<file path="src/rtl/saturn_bus_arbiter.sv">
// saturn_bus_arbiter: grants saturn_bus_ctrl to sys > data > fetch and sequences its command levels.
// Optional watchdog under SATURN_BUS_ARB_TIMEOUT_EN forces IDLE and sets o_err after TIMEOUT ticks.
module saturn_bus_arbiter #(
  parameter int ADDR_W  = 20,
  parameter int LEN_W   = 4,
  parameter int TIMEOUT = 64
) (
  input  logic              i_clk,
  input  logic              i_reset,
  input  logic              i_en_bus_ecmd,
  input  logic              i_stalled,
  input  logic              i_stalled_by_bus,
  input  logic              i_sys_req,
  input  logic              i_sys_op,
  input  logic [ADDR_W-1:0] i_sys_addr,
  output logic              o_sys_gnt,
  input  logic              i_data_req,
  input  logic              i_data_we,
  input  logic [ADDR_W-1:0] i_data_addr,
  input  logic [LEN_W-1:0]  i_data_len,
  output logic              o_data_gnt,
  output logic              o_data_done,
  input  logic              i_fetch_req,
  input  logic [ADDR_W-1:0] i_fetch_addr,
  output logic              o_fetch_gnt,
  output logic [ADDR_W-1:0] o_address,
  output logic              o_load_pc,
  output logic              o_cmd_load_dp,
  output logic              o_cmd_dp_write,
  output logic              o_cmd_config,
  output logic              o_cmd_reset,
  output logic              o_busy,
  output logic [1:0]        o_owner,
  output logic              o_err
);
  typedef enum logic [1:0] {IDLE, ADDR, XFER, RESTORE} state_t;
  state_t             state_q;
  logic [2:0]         addr_cnt_q;
  logic [LEN_W-1:0]   xfer_cnt_q, len_q;
  logic               we_q, sys_gnt_q, data_gnt_q, fetch_gnt_q, done_q, err_q;
  logic               load_pc_q, load_dp_q, dp_write_q, config_q, reset_q;
  logic [1:0]         owner_q;
  logic [ADDR_W-1:0]  address_q;
  logic               tick, wd_hit;
  assign tick = i_en_bus_ecmd && !i_stalled;
`ifdef SATURN_BUS_ARB_TIMEOUT_EN
  localparam int WD_W = $clog2(TIMEOUT + 1);
  logic [WD_W-1:0] wd_q;
  assign wd_hit = tick && state_q != IDLE && wd_q == WD_W'(TIMEOUT - 1);
  always_ff @(posedge i_clk or posedge i_reset)
    if (i_reset) wd_q <= '0;
    else if (state_q == IDLE || wd_hit) wd_q <= '0;
    else if (tick) wd_q <= wd_q + 1'b1;
`else
  assign wd_hit = 1'b0;
`endif
  always_ff @(posedge i_clk or posedge i_reset) begin
    if (i_reset) begin
      state_q     <= IDLE;
      addr_cnt_q  <= '0;
      xfer_cnt_q  <= '0;
      len_q       <= '0;
      we_q        <= 1'b0;
      sys_gnt_q   <= 1'b0;
      data_gnt_q  <= 1'b0;
      fetch_gnt_q <= 1'b0;
      done_q      <= 1'b0;
      err_q       <= 1'b0;
      load_pc_q   <= 1'b0;
      load_dp_q   <= 1'b0;
      dp_write_q  <= 1'b0;
      config_q    <= 1'b0;
      reset_q     <= 1'b0;
      owner_q     <= '0;
      address_q   <= '0;
    end else begin
      sys_gnt_q   <= 1'b0;
      data_gnt_q  <= 1'b0;
      fetch_gnt_q <= 1'b0;
      done_q      <= 1'b0;
      if (wd_hit) begin
        err_q      <= 1'b1;
        load_pc_q  <= 1'b0;
        load_dp_q  <= 1'b0;
        dp_write_q <= 1'b0;
        config_q   <= 1'b0;
        reset_q    <= 1'b0;
        owner_q    <= '0;
        state_q    <= IDLE;
      end else if (tick) begin
        case (state_q)
          IDLE: begin
            addr_cnt_q <= '0;
            if (i_sys_req) begin
              sys_gnt_q <= 1'b1;
              owner_q   <= 2'd3;
              address_q <= i_sys_addr;
              config_q  <= i_sys_op;
              reset_q   <= !i_sys_op;
              state_q   <= i_sys_op ? ADDR : RESTORE;
            end else if (i_data_req) begin
              data_gnt_q <= 1'b1;
              owner_q    <= 2'd2;
              address_q  <= i_data_addr;
              len_q      <= i_data_len;
              we_q       <= i_data_we;
              load_dp_q  <= 1'b1;
              state_q    <= ADDR;
            end else if (i_fetch_req) begin
              fetch_gnt_q <= 1'b1;
              owner_q     <= 2'd1;
              address_q   <= i_fetch_addr;
              load_pc_q   <= 1'b1;
              state_q     <= ADDR;
            end
          end
          ADDR: begin
            addr_cnt_q <= addr_cnt_q + 1'b1;
            if (addr_cnt_q == 3'd4) begin
              if (owner_q == 2'd1) begin
                load_pc_q <= 1'b0;
                owner_q   <= '0;
                state_q   <= IDLE;
              end else if (owner_q == 2'd2) begin
                xfer_cnt_q <= '0;
                dp_write_q <= we_q;
                state_q    <= XFER;
              end else state_q <= RESTORE;
            end
          end
          XFER: begin
            if (xfer_cnt_q == len_q) begin
              done_q     <= 1'b1;
              load_dp_q  <= 1'b0;
              dp_write_q <= 1'b0;
              state_q    <= RESTORE;
            end else xfer_cnt_q <= xfer_cnt_q + 1'b1;
          end
          RESTORE: begin
            if (!i_stalled_by_bus) begin
              load_pc_q  <= 1'b0;
              load_dp_q  <= 1'b0;
              dp_write_q <= 1'b0;
              config_q   <= 1'b0;
              reset_q    <= 1'b0;
              owner_q    <= '0;
              state_q    <= IDLE;
            end
          end
          default: state_q <= IDLE;
        endcase
      end
    end
  end
  assign o_sys_gnt      = sys_gnt_q;
  assign o_data_gnt     = data_gnt_q;
  assign o_fetch_gnt    = fetch_gnt_q;
  assign o_data_done    = done_q;
  assign o_address      = address_q;
  assign o_load_pc      = load_pc_q;
  assign o_cmd_load_dp  = load_dp_q;
  assign o_cmd_dp_write = dp_write_q;
  assign o_cmd_config   = config_q;
  assign o_cmd_reset    = reset_q;
  assign o_busy         = state_q != IDLE;
  assign o_owner        = owner_q;
  assign o_err          = err_q;
endmodule

</file>
<file path="config.mk">
export PLATFORM = sky130hd
export DESIGN_NAME = saturn_bus_arbiter
export DESIGN_NICKNAME = d
export VERILOG_FILES = /design/src/rtl/saturn_bus_arbiter.sv
export SDC_FILE = /design/constraint.sdc
export NUM_CORES = 1
export LEC_CHECK = 0
export ABC_AREA = 1
export CELL_PAD_IN_SITES_DETAIL_PLACEMENT = 1
export CELL_PAD_IN_SITES_GLOBAL_PLACEMENT = 1
export CORE_AREA = 2 2 81 83
export DETAILED_ROUTE_END_ITERATION = 8
export DIE_AREA = 0 0 83 85
export DONT_BUFFER_PORTS = 1
export PLACE_DENSITY_LB_ADDON = 0.1
export SLEW_MARGIN = 15
export SYNTH_ARGS = -nofsm -noshare
export SYNTH_HDL_FRONTEND = slang
export SYNTH_SLANG_ARGS = --single-unit
</file>
<file path="constraint.sdc">
create_clock -name i_clk -period 1.4 [get_ports i_clk]
set_input_delay 0.28 -clock i_clk [delete_from_list [all_inputs] [get_ports i_clk]]
set_output_delay 0.28 -clock i_clk [all_outputs]
set_load 0.03 [all_outputs]
</file>
==> flow_summary_export.csv, run 1 <==
group,metric,value,unit
timing,setup_ws,-0.0625,ns
run_status,violations,"setup timing",
die,core,6200,sq um
timing,fmax,684,MHz
timing,hold_viol_final,0,
setup_path,endpoint,"o_address[9]",
detailed_routing,wl_per_cell,16.6,um
setup_path,crit_fanout,7,
place,dp_cells,388,
timing,setup_viol,10,
setup_path,worstPathArrival,1.66,ns
yosys,syn-num-nets,377,
die,start_util,39.1,%
grt,grt_usage,19.0,%
yosys,avgSynthCellArea,8.13,sq um
detailed_routing,dr.pass1.iters,4,
place,io_buffers,0,
setup_path,crit_slowest_cell,"dfrtp_2",
job,cap_viol_max_count,0,
detailed_routing,route.detailed.drc,0,
worst_hold_path,hp-class,"primary input to flop",
setup_path,worstPathRequired,1.60,ns
cts,clock_path_buffers,2,
yosys,ys_ff_latch,45,
yosys,synth_area,2420,sq um
yosys,synth_seq_area_share,46.5,%
grt,antenna_found_initial,0,
setup_path,r2r_slack,-0.06,ns
setup_path,cp_num_buf_inv,2,
timing,fin_setup_tns,-0.144,ns
setup_path,cpLargestDelayFamily,"flip-flops",
setup_path,r2r-start,"state_q[0]",
setup_path,cp-end-kind,"flop",
grt,grt_pass1_vias,2283,
grt,grt_max_degree,29,
timing,hold_slack,0.102,ns
timing,drv_slew,0,
cells_and_area,drive_above_1_share,28.6,%
cts,cts_root_buffer,"clkbuf_8",
yosys,yosys_warnings,0,
cells_and_area,final_cells,406,
setup_path,cp.depth,7,
setup_path,startpoint_type,"flop",
timing,finClkSkew,0.00292,ns
timing,rsz0062_at_grt,"true",
detailed_routing,vias,2184,
cells_and_area,area_growth,25.5,%
cts,cts_sinks,45,
setup_path,cp_slowest_stage_delay,0.47,ns
detailed_routing,wl,6750,um
die,rows,29,
run_status,status,"finished, violations left",
grt,grt_pass1_wl,10900,um
die,die_area,7060,sq um
grt,grt_overflow,0,
cts,cts_tree,"done",
yosys,synthCells,298,
detailed_routing,via_per_inst,5.38,
power,vdd_drop_max,0.00101,V
place,gp_congestion,0.815,
setup_path,critPathLaunch,"state_q[0]",
power,power.density,2120,nW/um^2
yosys,ys_types,31,
detailed_routing,first_iter_violations,78,
cts,clkLatencyLatePin,0.30,ns
cells_and_area,final_util,49.0,%
cells_and_area,n_antenna_cell,0,
timing,fin_crit,1.46,ns
place,place_hpwl,4890,um
detailed_routing,antenna_left,0,
setup_path,worst_r2r_endpoint,"o_address[9]",
setup_path,worstPathCellList,"nor2_8 -> nand2_4 -> a21oi_4 -> buf_12 -> clkbuf_16 -> nand4_1 -> o21a_1",
power,p_leak,1.35,nW
setup_path,r2r.worst_path.cells,7,
setup_path,path_class,"flop to flop",
die,pin_count,107,
power,totalPowerFinal,6.44,mW
timing,finalCritPeriodShare,104,%
die,die_x,83,um
cells_and_area,nets,407,
die,die_h,85,um
cts,path_clk_slew,0.09,ns
cts,cts_buffers,5,
cts,h-tree-depth,2,
[synthesized netlist by cell type]
cell type	number	area [sq um]
inv_2	4	15.0
buf_2	4	20.0
nor2_8	1	20.0
a21oi_2	1	8.76
and3_1	1	6.26
inv_1	27	101
clkbuf_1	4	15.0
buf_4	3	22.5
nand2_1	79	297
ha_1	5	62.6
nor2_4	3	33.8
nand3_1	9	45.0
nor3_1	1	5.00
a21oi_1	3	15.0
nand3b_1	1	7.51
a31oi_1	18	113
nand2_4	1	11.3
conb_1	1	3.75
dfrtp_1	45	1130
nor2_1	34	128
a22oi_1	17	128
o21ai_0	15	75.1
a21oi_4	1	16.3
xnor2_1	1	8.76
nor2_2	1	6.26
buf_6	3	33.8
nor3b_1	1	7.51
nand3_2	1	10.0
o21ai_1	2	10.0
nand4_1	8	50.1
o21a_1	3	22.5
[what timing repair did]
action / in CTS / in global routing
gates resized for setup: 14 / 33
gates cloned: 1 / 1
buffers inserted: 3 / 5
endpoints found under the hold margin: 45 / 0
pin swaps: 2 / 6
endpoints found under the setup margin: 18 / 35
hold buffers: 1 / 0
[cell type report]
| type | count | area [sq um] |
|---|---|---|
| clock buffer | 5 | 68.8 |
| clock inverter | 3 | 46.3 |
| fill | 731 | 3160 |
| inverter | 31 | 123 |
| multi-input combinational | 208 | 1220 |
| sequential | 45 | 1130 |
| tap | 77 | 96.3 |
| timing repair buffer | 37 | 350 |
[report_power, final]
group	total (mW)	leakage, nW	switching (mW)	internal (mW)
Clock	1.02	0.0543	0.481	0.535
Combinational	2.35	0.753	1.25	1.10
Sequential	3.07	0.543	1.23	1.85
Total	6.44	1.35	2.96	3.48
[sequential cells by signal (all words and copies together) (netlist names), 2 cells and up]
signal / count
state_q: 2
len_q: 4
xfer_cnt_q: 4
o_owner: 2
addr_cnt_q: 3
o_address: 20
[cells by family after synthesis]
logic type / share of synthesized area [%]
and+or+nand+nor: 25.9
AOI/OAI and AO/OA: 16.0
buffers and inverters: 8.57
DFF: 46.5
adders and majority gates: 2.58
xor gates and xnor gates: 0.361
other: 0.155
[worst min-delay path by stage]
stage                       start             to  depth (start not counted)
CTS                     i_data_we           we_q                          2
detailed placement        i_reset  o_address[17]                          2
finish              i_data_len[1]       len_q[1]                          2
global placement          i_reset  o_address[17]                          2
floorplan                 i_reset  addr_cnt_q[0]                          1
global route        i_data_len[1]       len_q[1]                          2
[per-stage QoR]
step	instance area (sq um)	setup slack [ns]
global route	3040	-0.131
finish	3040	-0.0625
global placement	2660	-0.0384
detailed placement	2660	-0.0754
CTS	2880	-0.0101
floorplan	2440	0.00584
[routing by layer]
layer | global-route usage (%) | vias to the layer above | share of wire [%]
met4 | 4.92 | 0 | 1.0
met3 | 4.47 | 6 | 5.7
met5 | 0 | - | 0
met2 | 33.4 | 67 | 50
li1 | - | 1044 | -
met1 | 23.7 | 1067 | 43
[layout by cell type (no fill, tap or decap), drive strengths merged]
cell type,Yosys,layout
dlygate4sd3,0,1
clkinv,0,1
a31oi,18,18
a21oi,5,5
inv,31,30
buf,10,35
o21ai,17,17
nand3b,1,1
conb,1,1
nand2,80,80
nand4,8,8
bufinv,0,1
nor2,39,39
clkbuf,4,6
and3,1,1
dfrtp,45,45
nor3,1,1
nor3b,1,1
clkinvlp,0,2
o21a,3,3
a22oi,17,17
nand3,10,10
ha,5,5
xnor2,1,1
Note: power is estimated with default switching activity, not from simulation.
==> run 2: changes to the inputs <==
- CORE_AREA: 2 2 81 83 -> 2 2 79 81
- DIE_AREA: 0 0 83 85 -> 0 0 81 83
- clock period: 1.4 -> 1.65 ns (I/O delays scaled with it)
==> run 2 against run 1 <==
The run now ends clean. Highest routed layer unchanged. Core utilization decreased by 3.3 points. Cell count decreased by 6.4%. Clock power decreased by 15%. Critical path type unchanged. Combinational power decreased by 39%. Sequential power decreased by 16%.
==> flow_summary_export.csv, run 2 (synthesis results as in run 1) <==
group,metric,value,unit
setup_path,worstPathCellList,"buf_4 -> nor2_4 -> nand2_1 -> nand3_2 -> nor2_2 -> nand2_1 -> nand2_1 -> o21ai_1",
setup_path,worstPathArrival,1.71,ns
setup_path,worst_r2r_endpoint,"o_owner[1]",
cells_and_area,fill_cells,731,
grt,grt_pass1_vias,2231,
detailed_routing,antenna_left,0,
detailed_routing,vias,1999,
power,clock_power_share,17.9,%
timing,finClkSkew,0.00936,ns
detailed_routing,dr.pass1.iters,4,
setup_path,r2r.worst_path.cells,8,
power,vdd_drop_max,0.000726,V
setup_path,crit_slowest_cell,"dfrtp_1",
detailed_routing,wl,5780,um
timing,drv_slew,0,
cts,cts_buffers,5,
cells_and_area,area_growth,9.60,%
place,gp_congestion,0.843,
die,start_util,41.7,%
setup_path,cp-end-kind,"flop",
cts,path_clk_slew,0.09,ns
power,power.density,1830,nW/um^2
timing,fin_setup_tns,0,ns
cells_and_area,n_antenna_cell,0,
die,die_h,83,um
worst_hold_path,hp-class,"primary input to flop",
cells_and_area,multi_input_area,1090,sq um
cts,cts_tree,"done",
timing,fin_crit,1.52,ns
detailed_routing,route.detailed.drc,0,
power,switching_power,2.28,mW
grt,antenna_found_initial,0,
power,switching_share,46.7,%
cells_and_area,layout_common_cells,"nand2_1, dfrtp_1, nor2_1",
setup_path,critPathLaunch,"state_q[1]",
die,core,5820,sq um
detailed_routing,via_per_inst,5.26,
die,rows,28,
power,power_frac_seq,52.9,%
timing,setup_viol,0,
grt,grt_overflow,0,
cts,h-tree-depth,2,
setup_path,endpoint,"o_owner[1]",
timing,fmax,657,MHz
die,die_x,81,um
cells_and_area,final_util,45.7,%
grt,grt_max_degree,41,
place,io_buffers,0,
setup_path,r2r-start,"state_q[1]",
power,p_int,2.60,mW
cts,cts_root_buffer,"clkbuf_8",
cts,clock_path_buffers,2,
detailed_routing,wl_per_cell,15.2,um
timing,hold_viol_final,0,
run_status,status,"finished, final reports clean",
setup_path,path_class,"flop to flop",
grt,grt_pass1_wl,10100,um
cells_and_area,finish.instance_area,2660,sq um
place,place_hpwl,4570,um
timing,finalCritPeriodShare,92.3,%
die,die_area,6720,sq um
cells_and_area,drive_above_1_share,11.8,%
power,totalPowerFinal,4.87,mW
cts,clkLatencyLatePin,0.30,ns
setup_path,r2r_slack,0.13,ns
timing,rsz0062_at_grt,"false",
cells_and_area,regArea,1130,sq um
place,placed_cell_area,2530,sq um
power,p_leak,1.21,nW
power,combPwrFrac,29.2,%
cells_and_area,final_common_cell,"nand2_1",
cells_and_area,nets,383,
grt,grt_usage,18.7,%
detailed_routing,first_iter_violations,45,
setup_path,crit_fanout,5,
setup_path,worstPathRequired,1.84,ns
setup_path,cpMostUsedCell,"nand2_1",
setup_path,startpoint_type,"flop",
cells_and_area,largest_reg_flops,20,
die,pin_count,107,
cts,cts_setup_buffers,0,
job,cap_viol_max_count,0,
setup_path,cp_slowest_stage_delay,0.51,ns
cts,cts_sinks,45,
==> run 2: cell types whose count changed in the layout (fill, tap and decap cells not counted), moves of 3 or more <==
cell	delta
nand2_2	-5
nor2_4	-6
nor2_2	-4
inv_1	+5
nor2_1	+10
buf_4	-17
dfrtp_2	-4
buf_6	-4
nand2_1	+5
dfrtp_1	+4
nand3_1	+3
inv_2	-3
ha_1	+3
==> run 2: how the worst min path moves through the flow <==
stage                   start         end  slack (ns)  depth (start not counted)
floorplan                we_q        we_q        0.44                          2
global placement      i_reset  o_data_gnt        0.22                          1
detailed placement    i_reset  o_data_gnt        0.23                          1
CTS                 i_data_we        we_q        0.13                          2
global route        i_data_we        we_q        0.14                          2
finish              i_data_we        we_q        0.14                          2
==> run 2: power groups by stage <==
stage / Sequential (mW) / Combinational [mW] / Clock [mW]
2_1_floorplan: 2.49 / 1.14 / 0
3_3_place_gp: 2.61 / 1.40 / 0
3_5_place_dp: 2.61 / 1.44 / 0
4_1_cts: 2.59 / 1.45 / 0.904
5_1_grt: 2.66 / 1.67 / 0.949
6_report: 2.58 / 1.43 / 0.872
==> run 2: stage by stage <==
step	setup WS, ns	instances	hold WS [ns]
after floorplan	0.142	298	0.442
after global placement	0.153	371	0.225
after detailed placement	0.133	371	0.227
after CTS	0.0407	380	0.129
after global routing	0.0335	380	0.139
final	0.127	380	0.141
==> run 2: area by class of cell <==
| class | instances | share of cell area (%) |
|---|---|---|
| Clock buffer | 5 | 2.59 |
| Clock inverter | 3 | 1.79 |
| Inverter | 31 | 4.38 |
| Multi-Input combinational cell | 208 | 41.0 |
| Sequential cell | 45 | 42.4 |
| Tap cell | 75 | 3.53 |
| Timing Repair Buffer | 13 | 4.24 |
==> run 2: timing repair <==
action	CTS	global route
setup endpoints to repair	0	2
gates resized for setup	0	2
hold buffers	1	0
endpoints found under the hold margin	17	0
==> run 2: worst max-delay path, delay by kind of cell (launching register included) <==
family	cells	cell delay, ns
buf+inv	1	0.21
flops	1	0.51
simple gates	6	0.62
compound gates	1	0.06
==> run 2: routing by layer <==
metal | part of all wire [%] | up-vias | global-route usage, %
li1 | - | 996 | -
met3 | 6.5 | 7 | 4.78
met2 | 48 | 66 | 31.7
met4 | 1.4 | 0 | 5.86
met5 | 0 | - | 0
met1 | 44 | 930 | 22.9
==> run 3: changes to the inputs <==
- ABC_AREA: 1 -> default
- CORE_AREA: 2 2 79 81 -> 2 2 80 82
- DIE_AREA: 0 0 81 83 -> 0 0 82 84
- clock period: 1.65 -> 1.8 ns (I/O delays scaled with it)
==> run 3 against run 2 <==
Cell count decreased by 6.6%. Sequential share of layout area decreased by 0.28 points. Largest cell class is now multi-input combinational cells. Total power decreased by 18%. Core utilization decreased by 1.8 points. Largest power group unchanged. Final area increased by 0.66%. Global-route usage increased by 0.18 points. Hold slack improved by 0.020 ns. Critical path depth decreased by 5. First-iteration DRC count increased by 42%. Sequential cell count unchanged. Clock power decreased by 25%.
==> flow_summary_export.csv, run 3 <==
group,metric,value,unit
run_status,status,"finished, final reports clean",
yosys,yosys_warnings,0,
yosys,yosysTopAreaCell,"dfrtp_1",
die,die_h,84,um
cells_and_area,multi_input_area,1210,sq um
power,p_leak,1.25,nW
cells_and_area,layout_common_cells,"dfrtp_1, nand2_1, nor2_1",
detailed_routing,first_iter_violations,64,
setup_path,worstPathArrival,1.38,ns
cells_and_area,fill_cells,749,
cts,cts_tree,"done",
cts,cts_sinks,45,
cells_and_area,area_growth,8.64,%
detailed_routing,route.detailed.drc,0,
timing,fin_setup_tns,0,ns
yosys,synthArstFlopShare,100,%
timing,finalCritPeriodShare,96.6,%
yosys,synthCells,275,
yosys,ys_types,46,
power,vdd_drop_max,0.000572,V
place,place_hpwl,4650,um
setup_path,startpoint_type,"flop",
yosys,synth_area,2460,sq um
yosys,synth_area_leaders,"dfrtp_1, mux2i_1, nand2_1, a21oi_1, o21ai_0",
cells_and_area,n_antenna_cell,0,
detailed_routing,dr.pass1.iters,4,
grt,grt_max_degree,48,
yosys,avgSynthCellArea,8.95,sq um
job,cap_viol_max_count,0,
yosys,synth_seq_area_share,45.8,%
cells_and_area,final_common_cell,"dfrtp_1",
detailed_routing,wl_per_cell,17.2,um
die,pin_count,107,
yosys,synth-main-ff-cell,"dfrtp_1",
setup_path,path_class,"flop to primary output",
cts,h-tree-depth,2,
grt,grt_pass1_wl,9970,um
die,core,6100,sq um
grt,antenna_found_initial,0,
timing,hold_viol_final,0,
timing,fin_crit,1.74,ns
timing,drv_slew,0,
timing,setup_viol,0,
cts,path_clk_slew,0.09,ns
detailed_routing,antenna_left,0,
die,start_util,40.4,%
grt,grt_pass1_vias,2008,
yosys,syn-num-nets,354,
setup_path,cp-end-kind,"primary output",
worst_hold_path,hp-class,"primary input to flop",
yosys,synth.top_cell.area_share,45.8,%
cts,cts_buffers,5,
cells_and_area,largest_reg_flops,20,
cts,clkLatencyLatePin,0.30,ns
setup_path,worstPathRequired,1.44,ns
timing,hold_slack,0.161,ns
die,die_area,6890,sq um
setup_path,r2r_slack,0.10,ns
timing,rsz0062_at_grt,"false",
grt,grt_usage,18.9,%
detailed_routing,vias,1943,
yosys,synth.most_common_cell,"dfrtp_1",
die,die_x,82,um
cts,cts_root_buffer,"clkbuf_8",
place,gp_congestion,0.805,
detailed_routing,via_per_inst,5.47,
detailed_routing,wl,6090,um
setup_path,crit_fanout,7,
yosys,synth.top_cells.by_count,"dfrtp_1, nand2_1, nor2_1",
cells_and_area,regArea,1130,sq um
power,totalPowerFinal,4.01,mW
cts,clock_path_buffers,2,
place,io_buffers,0,
timing,fmax,575,MHz
timing,finClkSkew,0.00587,ns
die,rows,29,
cells_and_area,nets,357,
yosys,ys_ff_latch,45,
power,power.density,1500,nW/um^2
yosys,synth_edf_count,0,
cells_and_area,drive_above_1_share,8.99,%
grt,grt_overflow,0,
## run 3: area by class of cell
type	count	share of cell area, %
multi-input combinational	202	45.1
sequential	45	42.2
timing repair buffer	12	4.07
tap	77	3.60
clock buffer	6	3.09
inverter	12	1.68
clock inverter	1	0.281
## run 3: kinds of logic after synthesis
| kind of cell | share of synthesized area, % |
|---|---|
| buffers and inverters | 5.24 |
| XOR/XNOR | 1.42 |
| AO/OA/AOI/OAI | 15.8 |
| other | 0.152 |
| adder cells (fa/ha/maj) | 2.54 |
| AND/OR/NAND/NOR | 20.2 |
| flip-flops | 45.8 |
| multiplexers | 8.95 |
## run 3: per-stage QoR
| stage | worst slack [ns] | instance area (sq um) | utilization, % | instances |
|---|---|---|---|---|
| 3_3_place_gp | 0.154 | 2550 | 41.9 | 345 |
| 6_report | 0.0620 | 2670 | 43.9 | 355 |
| 4_1_cts | 0.00522 | 2660 | 43.6 | 353 |
| 5_1_grt | 0.00683 | 2670 | 43.9 | 355 |
| 2_1_floorplan | 0.193 | 2460 | - | 275 |
| 3_5_place_dp | 0.140 | 2550 | 41.9 | 345 |
## run 3: final timing paths
| check | from | to | cells past startpoint |
|---|---|---|---|
| worst max-delay path | state_q[0] | o_busy | 3 |
| min in group asynchronous | i_reset | o_data_gnt | 2 |
| worst min-delay path | i_data_len[2] | len_q[2] | 2 |
| worst min register to register | we_q | we_q | 2 |
| max in group asynchronous | i_reset | state_q[0] | 3 |
| worst max register to register | o_owner[0] | xfer_cnt_q[2] | 5 |
## run 3: per-layer routing
layer,part of all wire [%],track usage (%)
met3,7.4,6.49
met1,44,25.7
met5,0,0
met2,48,28.8
met4,0.62,4.55
## run 3: where the power goes
group	switching [mW]	internal [mW]	total, mW
logic	0.602	0.501	1.10
registers	0.850	1.40	2.25
clock network	0.351	0.304	0.655
total	1.80	2.21	4.01
## run 3: critical path, cell delays in order, from the launching register on
cell	delay (ns)
dfrtp_2	0.45
buf_4	0.17
or2_2	0.30
buf_6	0.15
## run 3: repair_timing
item	in CTS	in global routing
hold buffers	1	0
setup endpoints to repair	1	1
buffers inserted	0	2
resized for setup	1	1
hold endpoints to repair	18	0
